`src/rtl/apb_slave_mux_if.sv`:
```
// APB fabric bundle between the AHB-to-APB interface FSM, the slave mux and the APB slaves.
// The mux takes the slave modport; the upstream FSM plus slaves form the master side.
interface apb_slave_mux_if #(
  parameter int NUM_SLV        = 4,
  parameter int PADDR_WIDTH    = 32,
  parameter int APB_DATA_WIDTH = 32
);
  logic                              psel_en;
  logic                              penable;
  logic [PADDR_WIDTH-1:0]            paddr;
  logic [NUM_SLV-1:0]                psel;
  logic [NUM_SLV-1:0]                pready_s;
  logic [NUM_SLV-1:0]                pslverr_s;
  logic [NUM_SLV*APB_DATA_WIDTH-1:0] prdata_s;
  logic                              pready_x;
  logic                              pslverr_x;
  logic [APB_DATA_WIDTH-1:0]         prdata_x;

  modport slave (
    input  psel_en, penable, paddr, pready_s, pslverr_s, prdata_s,
    output psel, pready_x, pslverr_x, prdata_x
  );

  modport master (
    output psel_en, penable, paddr, pready_s, pslverr_s, prdata_s,
    input  psel, pready_x, pslverr_x, prdata_x
  );
endinterface

```
`src/rtl/apb_slave_mux.sv`:
```
// APB slave decoder/mux: one-hot psel from paddr, per-transfer target latch,
// error response for unmapped addresses and for slaves that exceed the wait-state timeout.
module apb_slave_mux #(
  parameter int NUM_SLV        = 4,
  parameter int PADDR_WIDTH    = 32,
  parameter int APB_DATA_WIDTH = 32,
  parameter int SEL_LSB        = 12,
  parameter int SEL_BITS       = 2,
  parameter int TIMEOUT_CYCLES = 16
) (
  input  logic              hclk,
  input  logic              hreset_n,
  apb_slave_mux_if.slave    bus,
  output logic              busy,
  output logic [7:0]        tmo_count
);

  localparam int CW = $clog2(TIMEOUT_CYCLES) + 1;

  typedef enum logic [1:0] {
    ST_IDLE,
    ST_ACTIVE,
    ST_DONE
  } state_t;

  state_t                    state_q, state_d;
  logic [SEL_BITS-1:0]       idx_q, idx_d;
  logic                      mapped_q, mapped_d;
  logic [CW-1:0]             cnt_q, cnt_d;
  logic [7:0]                tmo_q, tmo_d;

  logic [SEL_BITS-1:0]       idx_live;
  logic [31:0]               idx_live_ext;
  logic                      mapped_live;
  logic                      slv_ready;
  logic                      slv_err;
  logic [APB_DATA_WIDTH-1:0] slv_data;

  logic [NUM_SLV-1:0]        psel_c;
  logic                      pready_c;
  logic                      pslverr_c;
  logic [APB_DATA_WIDTH-1:0] prdata_c;
  logic                      unused_paddr;

  function automatic logic [NUM_SLV-1:0] onehot(input logic [SEL_BITS-1:0] i);
    logic [NUM_SLV-1:0] r;
    for (int s = 0; s < NUM_SLV; s++) r[s] = (i == SEL_BITS'(s));
    return r;
  endfunction

  assign idx_live     = bus.paddr[SEL_LSB +: SEL_BITS];
  assign idx_live_ext = 32'(idx_live);
  assign mapped_live  = (idx_live_ext < 32'(NUM_SLV));
  assign unused_paddr = ^bus.paddr;

  // Response mux keyed on the latched index; an unmapped index simply selects nothing.
  always_comb begin
    slv_ready = 1'b0;
    slv_err   = 1'b0;
    slv_data  = '0;
    for (int s = 0; s < NUM_SLV; s++) begin
      if (idx_q == SEL_BITS'(s)) begin
        slv_ready = bus.pready_s[s];
        slv_err   = bus.pslverr_s[s];
        slv_data  = bus.prdata_s[s*APB_DATA_WIDTH +: APB_DATA_WIDTH];
      end
    end
  end

  always_comb begin
    // NOTE: every output of this block gets a default first, so no path can infer a latch.
    state_d   = state_q;
    idx_d     = idx_q;
    mapped_d  = mapped_q;
    cnt_d     = cnt_q;
    tmo_d     = tmo_q;
    psel_c    = '0;
    pready_c  = 1'b0;
    pslverr_c = 1'b0;
    prdata_c  = '0;

    unique case (state_q)
      ST_IDLE: begin
        if (bus.psel_en && mapped_live) psel_c = onehot(idx_live);
        if (bus.psel_en) begin
          idx_d    = idx_live;
          mapped_d = mapped_live;
          cnt_d    = '0;
          state_d  = ST_ACTIVE;
        end
      end

      ST_ACTIVE: begin
        if (!bus.psel_en) begin
          cnt_d   = '0;
          state_d = ST_IDLE;
        end else begin
          if (mapped_q) psel_c = onehot(idx_q);
          if (bus.penable) begin
            if (!mapped_q) begin
              pready_c  = 1'b1;
              pslverr_c = 1'b1;
              state_d   = ST_DONE;
            end else if (slv_ready) begin
              pready_c  = 1'b1;
              pslverr_c = slv_err;
              prdata_c  = slv_data;
              state_d   = ST_DONE;
            end else if (cnt_q == CW'(TIMEOUT_CYCLES - 1)) begin
              pready_c  = 1'b1;
              pslverr_c = 1'b1;
              tmo_d     = (tmo_q == 8'hFF) ? tmo_q : tmo_q + 8'd1;
              state_d   = ST_DONE;
            end else begin
              cnt_d = cnt_q + CW'(1);
            end
          end
        end
      end

      ST_DONE: begin
        if (!bus.psel_en) state_d = ST_IDLE;
      end

      default: state_d = ST_IDLE;
    endcase

    // Outputs read as reset values for the whole cycle reset is asserted, not only after the edge.
    if (!hreset_n) begin
      psel_c    = '0;
      pready_c  = 1'b0;
      pslverr_c = 1'b0;
      prdata_c  = '0;
    end
  end

  always_ff @(posedge hclk) begin
    // NOTE: state registers use non-blocking assignments so all flops update from pre-edge values.
    if (!hreset_n) begin
      state_q  <= ST_IDLE;
      idx_q    <= '0;
      mapped_q <= 1'b0;
      cnt_q    <= '0;
      tmo_q    <= '0;
    end else begin
      state_q  <= state_d;
      idx_q    <= idx_d;
      mapped_q <= mapped_d;
      cnt_q    <= cnt_d;
      tmo_q    <= tmo_d;
    end
  end

  assign bus.psel      = psel_c;
  assign bus.pready_x  = pready_c;
  assign bus.pslverr_x = pslverr_c;
  assign bus.prdata_x  = prdata_c;
  assign busy          = (state_q != ST_IDLE);
  assign tmo_count     = tmo_q;

endmodule

```
`src/flat_wrapper.sv`:
```
// flat-port wrapper written by rule: the top's interface ports become plain ports
module apb_slave_mux_flat 
#(
  parameter int NUM_SLV        = 4,
  parameter int PADDR_WIDTH    = 32,
  parameter int APB_DATA_WIDTH = 32,
  parameter int SEL_LSB        = 12,
  parameter int SEL_BITS       = 2,
  parameter int TIMEOUT_CYCLES = 16
)
  (hclk, hreset_n, busy, tmo_count, bus_psel_en, bus_penable, bus_paddr, bus_pready_s, bus_pslverr_s, bus_prdata_s, bus_psel, bus_pready_x, bus_pslverr_x, bus_prdata_x);
  apb_slave_mux_if #(.NUM_SLV(NUM_SLV), .PADDR_WIDTH(PADDR_WIDTH), .APB_DATA_WIDTH(APB_DATA_WIDTH)) bus_i ();
  input  logic hclk;
  input  logic hreset_n;
  output logic busy;
  output logic [7:0] tmo_count;
  input wire logic [$bits(bus_i.psel_en)-1:0] bus_psel_en;
  input wire logic [$bits(bus_i.penable)-1:0] bus_penable;
  input wire logic [$bits(bus_i.paddr)-1:0] bus_paddr;
  input wire logic [$bits(bus_i.pready_s)-1:0] bus_pready_s;
  input wire logic [$bits(bus_i.pslverr_s)-1:0] bus_pslverr_s;
  input wire logic [$bits(bus_i.prdata_s)-1:0] bus_prdata_s;
  output wire logic [$bits(bus_i.psel)-1:0] bus_psel;
  output wire logic [$bits(bus_i.pready_x)-1:0] bus_pready_x;
  output wire logic [$bits(bus_i.pslverr_x)-1:0] bus_pslverr_x;
  output wire logic [$bits(bus_i.prdata_x)-1:0] bus_prdata_x;
  assign bus_i.psel_en = bus_psel_en;
  assign bus_i.penable = bus_penable;
  assign bus_i.paddr = bus_paddr;
  assign bus_i.pready_s = bus_pready_s;
  assign bus_i.pslverr_s = bus_pslverr_s;
  assign bus_i.prdata_s = bus_prdata_s;
  assign bus_psel = bus_i.psel;
  assign bus_pready_x = bus_i.pready_x;
  assign bus_pslverr_x = bus_i.pslverr_x;
  assign bus_prdata_x = bus_i.prdata_x;
  apb_slave_mux #(.NUM_SLV(NUM_SLV), .PADDR_WIDTH(PADDR_WIDTH), .APB_DATA_WIDTH(APB_DATA_WIDTH), .SEL_LSB(SEL_LSB), .SEL_BITS(SEL_BITS), .TIMEOUT_CYCLES(TIMEOUT_CYCLES)) u_core (.hclk(hclk), .hreset_n(hreset_n), .bus(bus_i), .busy(busy), .tmo_count(tmo_count));
endmodule
```
`config.mk`:
```
export PLATFORM = sky130hd
export DESIGN_NAME = apb_slave_mux_flat
export DESIGN_NICKNAME = d
export VERILOG_FILES = /design/src/rtl/apb_slave_mux_if.sv /design/src/rtl/apb_slave_mux.sv /design/src/flat_wrapper.sv
export SDC_FILE = /design/constraint.sdc
export NUM_CORES = 1
export LEC_CHECK = 0
export ABC_AREA = 1
export BUFFER_PORTS_ARGS = -buffer_cell sky130_fd_sc_hd__buf_2
export CAP_MARGIN = 30
export CORE_MARGIN = 5
export CORE_UTILIZATION = 36
export DETAILED_ROUTE_END_ITERATION = 8
export PLACE_DENSITY = 0.93
export SYNTH_ARGS = -nofsm -noshare
export SYNTH_HDL_FRONTEND = slang
export SYNTH_SLANG_ARGS = --single-unit
```
`constraint.sdc`:
```
create_clock -name hclk -period 1.9 [get_ports hclk]
set_input_delay 0.19 -clock hclk [delete_from_list [all_inputs] [get_ports hclk]]
set_output_delay 0.19 -clock hclk [all_outputs]
set_load 0.02 [all_outputs]
```
# [Yosys cells after proc, flatten, opt, wreduce, memory -nomap -nowiden]
# Cells that the tools add are included.
[op_classes] add_sub_neg=2 n_lt_le_gt_ge=1 bitwise=2 mux=51 eq_ne=17 n_reduce_logical=10
[op_table] cell="$mux 32" count=10
[op_table] cell="$mux 5" count=6
[op_table] cell="$mux 1" count=21
[op_table] cell="$mux 4" count=4
[op_table] cell="$mux 2" count=7
[op_table] cell="$eq 2x2->1 const B" count=5
[op_table] cell="$pmux 5 s2" count=1
[op_table] cell="$ne 3x3->1 const B" count=3
[op_table] cell="$add 8x1->8 const B" count=1
[op_table] cell="$eq 8x8->1 const B" count=1
[op_table] cell="$pmux 4 s2" count=1
[op_table] cell="$reduce_and 7->1" count=1
[op_table] cell="$eq 2x1->1 const B" count=3
[op_table] cell="$logic_not 2->1" count=3
[op_table] cell="$pmux 2 s3" count=1
[op_table] cell="$reduce_and 6->1" count=1
[op_table] cell="$add 5x1->5 const B" count=1
[op_table] cell="$eq 5x4->1 const B" count=1
[op_table] cell="$ne 5x5->1 const B" count=1
[op_table] cell="$ne 2x2->1 const B" count=2
[op_table] cell="$reduce_and 4->1" count=1
[op_table] cell="$reduce_bool 2->1" count=2
[op_table] cell="$lt 2x3->1 const B" count=1
[op_table] cell="$ne 3x2->1 const B" count=1
[op_table] cell="3 further kinds" count=4
[totals] inputBits=172 out_inout_bits=47 ff_bits=18 wordCells=88

# [Longest topological paths before layout]
[depth] depth_word=11 mapped_depth=11 ltp_nobuf=11

# [Worst setup path after synthesis]
# Ideal clock, no wire load.
[synth_path] path_type="reg2out" startpoint="register u_core.cnt_q[0]" endpoint="output port bus_pslverr_x" slack_ns=0.284 arrival_ns=1.426 t_required_ns=1.710 path_stages_with_launch=9 n_path_buf=0 cell_sequence="dfxtp_1 -> ha_1 -> nand2_1 -> nor2_1 -> ha_1 -> nor2_1 -> nand2_4 -> nand2_1 -> a21oi_1"
[synth_between] elab_chain_len=8
[synth_rtl] element="start, declared" line="apb_slave_mux.sv:29" source="logic [CW-1:0] cnt_q, cnt_d;"
[synth_rtl] element="start signal, assigned" line="apb_slave_mux.sv:149" source="cnt_q <= cnt_d;"
[synth_rtl] element="$eq 5x4->1" line="apb_slave_mux.sv:109" source="end else if (cnt_q == CW'(TIMEOUT_CYCLES - 1)) begin"
[synth_rtl] element="$mux 1" line="apb_slave_mux.sv:109"
[synth_rtl] element="$mux 1" line="apb_slave_mux.sv:104" source="end else if (slv_ready) begin"
[synth_rtl] element="$mux 1" line="apb_slave_mux.sv:100" source="if (!mapped_q) begin"
[synth_rtl] element="$mux 1" line="apb_slave_mux.sv:99" source="if (bus.penable) begin"
[synth_rtl] element="$mux 1" line="apb_slave_mux.sv:94" source="if (!bus.psel_en) begin"
[synth_rtl] element="$mux 1" line="apb_slave_mux.sv:82" source="unique case (state_q)"
[synth_rtl] element="$mux 1" line="apb_slave_mux.sv:129" source="if (!hreset_n) begin"
[synth_rtl] element="end, declared" line="flat_wrapper.sv:25" source="output wire logic [$bits(bus_i.pslverr_x)-1:0] bus_pslverr_x;"
# Every way passes these cells.

# [Worst setup path in the final report]
[layout_path] startpoint="register u_core.state_q[1]" endpoint="output port bus_prdata_x[21]"
[layout_between] elab_chain_len=3
[layout_rtl] element="start, declared" line="apb_slave_mux.sv:26" source="state_t state_q, state_d;"
[layout_rtl] element="start signal, assigned" line="apb_slave_mux.sv:146" source="state_q <= state_d;"
[layout_rtl] element="$eq 2x1->1" line="apb_slave_mux.sv:82"
[layout_rtl] element="$mux 32" line="apb_slave_mux.sv:82"
[layout_rtl] element="$mux 32" line="apb_slave_mux.sv:129"
[layout_rtl] element="end, declared" line="flat_wrapper.sv:26" source="output wire logic [$bits(bus_i.prdata_x)-1:0] bus_prdata_x;"
# Every way passes these cells.

==> metrics.md <==
| Metric | Value |
|---|---|
| H-Tree Depth | 1 |
| FFs w/ async S/R, synth | 0% |
| Final hold slack | 0.226 ns |
| Initial antenna violation count | 0 |
| Routed len/inst | 15.6 µm |
| Synth Area in Simple Gates | 42.7% |
| Sequential share of the synthesized area | 17.4% |
| Vias/cell | 5.33 |
| Clock Path Buffers | 2 |
| GPL Wtd Cong | 0.902 |
| VDD IR max | 0.284 mV |
| Ys flop type | dfxtp_1 |
| Synth warn | 0 |
| Critical Path End Type | output pin |
| Total power | 1480 µW |
| Number of synthesized register bits | 18 |
| Post-Syn Instances | 366 |
| Clk slew on worst S/H paths | 0.07 ns |
| Antenna Violating Nets Remaining | 0 |
| N_diodes | 0 |
| Mux cell area share after synthesis | 0% |
| First-pass GRT wire length | 14.7 mm |
| Synthesized area per cell | 5.66 µm² |
| Arr. time, crit path | 1.71 ns |
| Final setup TNS | -0.00348 ns |
| Slew HR | 74.7% |
| DP Wirelength | 7.18 mm |
| # clock sinks | 18 |
| DR vias | 3401 |
| Nets | 743 |
| CP peak stage delay | 0.35 ns |
| P&R area growth vs syn | 80.0% |
| Final Hold Fails | 0 |
| Starting density of the core | 37.4% |
| Worst path most repeated cell | buf_6 |
| Crit-path max FO | 8 |
| Fin. max-slew vios | 0 |
| Bufs and invs on worst path | 4 |
| Worst Skew | 0.00588 ns |
| Number of primary I/O pins | 219 |
| Fillers | 459 |
| Vias in the first global route | 3318 |
| Post-synthesis adder-cell area fraction | 1.81% |
| Final WS setup | -0.00348 ns |
| CP required | 1.71 ns |
| XOR/XNOR Fraction of Synth Area | 2.53% |
| CP Launch Type | flip-flop |
| Largest net degree at the start of global routing | 29 |
| Yosys top cell by area | dfxtp_1 |
| Yosys top cell area share | 17.4% |
| Max-cap violations | 0 |
| WS Path Type | flip-flop to output pin |
| Static leakage | 0.00186 µW |
| Final Cycle Share | 100% |
| Core area | 5540 µm² |
| Gr ovfl total | 0 |
| Die W | 85.9 µm |
| Final WL | 9.95 mm |
| Flop2flop setup slack | 0.13 ns |
| Final setup fails | 1 |
| Root Driver | clkbuf_8 |
| Port bufs | 188 |
| Syn Nets | 541 |
| PwrDens | 397 nW/µm² |
| Remaining routing DRC violations | 0 |
| FF/Latch Area | 373 µm² |
| Area of the multi-input gates | 1750 µm² |
| DR pass1 iterations | 5 |
| Most frequent cells in the layout | 155 x buf_2, 64 x nand2_1, 58 x o21ai_0, 40 x nor2_1, 35 x buf_4 |
| All-layer global routing usage | 23.9% |
| EDFF count, synth | 0 |
| Crit-path slowest cell | dfxtp_2 |
| Fmax | 525 MHz |
| Number of buffers created by CTS | 3 |
| CP top delay family | simple AND/OR/NAND/NOR gates |
| Worst-Skew Late Latency | 0.26 ns |
| Min Tclk post-route | 1.90 ns |
| Initial drt markers | 189 |
| Most common cell after layout, fill and taps aside | buf_2 |
| Netlist cell types | 36 |
| Min-delay worst type | primary input to flip-flop |
| TritonCTS clock tree | yes |
| Outcome | finished, violations left |
| DIE AREA | 7380 µm² |
| Post-Syn Area | 2070 µm² |
| Largest cells by area after synthesis | dfxtp_1 17%, o21ai_0 16%, nor2_1 13% |
| Fraction of layout cells with a size suffix above 1 | 50.0% |
| Chip height | 85.9 µm |
| RSZ-0062 raised after global routing | yes |
| CP Cell Sequence | inv_2 > nand3_4 > nor3_4 > nand4_1 > buf_6 > buf_8 > nor2_2 > buf_6 |
| Failing checks | negative setup slack |
| Site Rows | 27 |
| Worst-margin pin slew | 0.376 ns |
| Synth Area in Compound Gates | 26.8% |
| Main combinational cell family by area after synthesis | simple AND/OR/NAND/NOR gates |
## layout make-up
class | count | area share (%)
Tap cell | 72 | 2.41
Sequential cell | 18 | 9.99
Clock buffer | 3 | 1.11
Inverter | 24 | 2.72
Multi-Input combinational cell | 305 | 46.9
Timing Repair Buffer | 216 | 36.9
## worst reg2reg max path: stages (launching register included)
cell     delay (ns)
dfxtp_2        0.36
ha_4           0.15
nand2_2        0.08
nor2_4         0.15
ha_4           0.15
buf_4          0.10
nand3_2        0.09
nor2_4         0.22
nand2_4        0.12
o21ai_0        0.19
nor2_1         0.06
## final timing paths
| check | startpoint | end | cells past startpoint |
|---|---|---|---|
| max reg2reg | u_core.cnt_q[0] | u_core.tmo_count[1] | 10 |
| min | hreset_n | u_core.cnt_q[0] | 3 |
| max | u_core.state_q[1] | bus_prdata_x[21] | 8 |
| min reg2reg | u_core.cnt_q[3] | u_core.cnt_q[3] | 2 |
## timing repair
| action | CTS | global route |
|---|---|---|
| endpoints found under the setup margin | 36 | 37 |
| resized for setup | 54 | 89 |
| hold buffers | 0 | 0 |
| endpoints found under the hold margin | 0 | 0 |
| gates cloned | 2 | 1 |
| pin swaps | 4 | 5 |
| buffers inserted | 6 | 5 |
## flip-flops by register name, indices dropped and copies added, names as in the netlist
signal / flops
u_core.tmo_count: 8
u_core.cnt_q: 5
u_core.idx_q: 2
u_core.state_q: 2
u_core.mapped_q: 1
## per-stage QoR
stage	setup WS, ns	cells	util [%]	instance area, µm²
2_1_floorplan	0.284	366	-	2070
6_report	-0.00348	638	67.3	3730
3_3_place_gp	0.189	623	56.8	3150
4_1_cts	0.00218	634	61.4	3400
3_5_place_dp	0.0758	623	56.8	3150
5_1_grt	-0.108	638	67.3	3730
## cells by family after synthesis
family,count (synthesis)
buffers and inverters,43
flip-flops,18
XOR/XNOR,6
adder cells (fa/ha/maj),3
AO/OA/AOI/OAI,103
AND/OR/NAND/NOR,193
## cell usage after synthesis, types with 2 or more instances
cell type / count
buf_2: 7
a21oi_1: 12
ha_1: 3
o22ai_1: 15
a32oi_1: 2
xor2_1: 3
o21ai_0: 68
nand4_1: 3
nor3_1: 3
clkbuf_1: 8
inv_1: 19
nor2_1: 70
nand2_4: 5
inv_2: 4
nor2_4: 3
nand2_1: 65
xnor2_1: 3
a211oi_1: 2
buf_4: 3
dfxtp_1: 18
nand3_1: 35
## routing by layer
layer	part of all wire [%]	global-route usage (%)
met1	36	27.7
met2	54	44.6
met3	7.0	2.02
met4	3.2	9.93
met5	0	0
## report_power, final
group / total [µW] / switching [µW] / internal, µW
Clock: 279 / 137 / 141
Sequential: 422 / 25.2 / 397
Combinational: 781 / 442 / 339
Power figures use the tool's default switching activity.
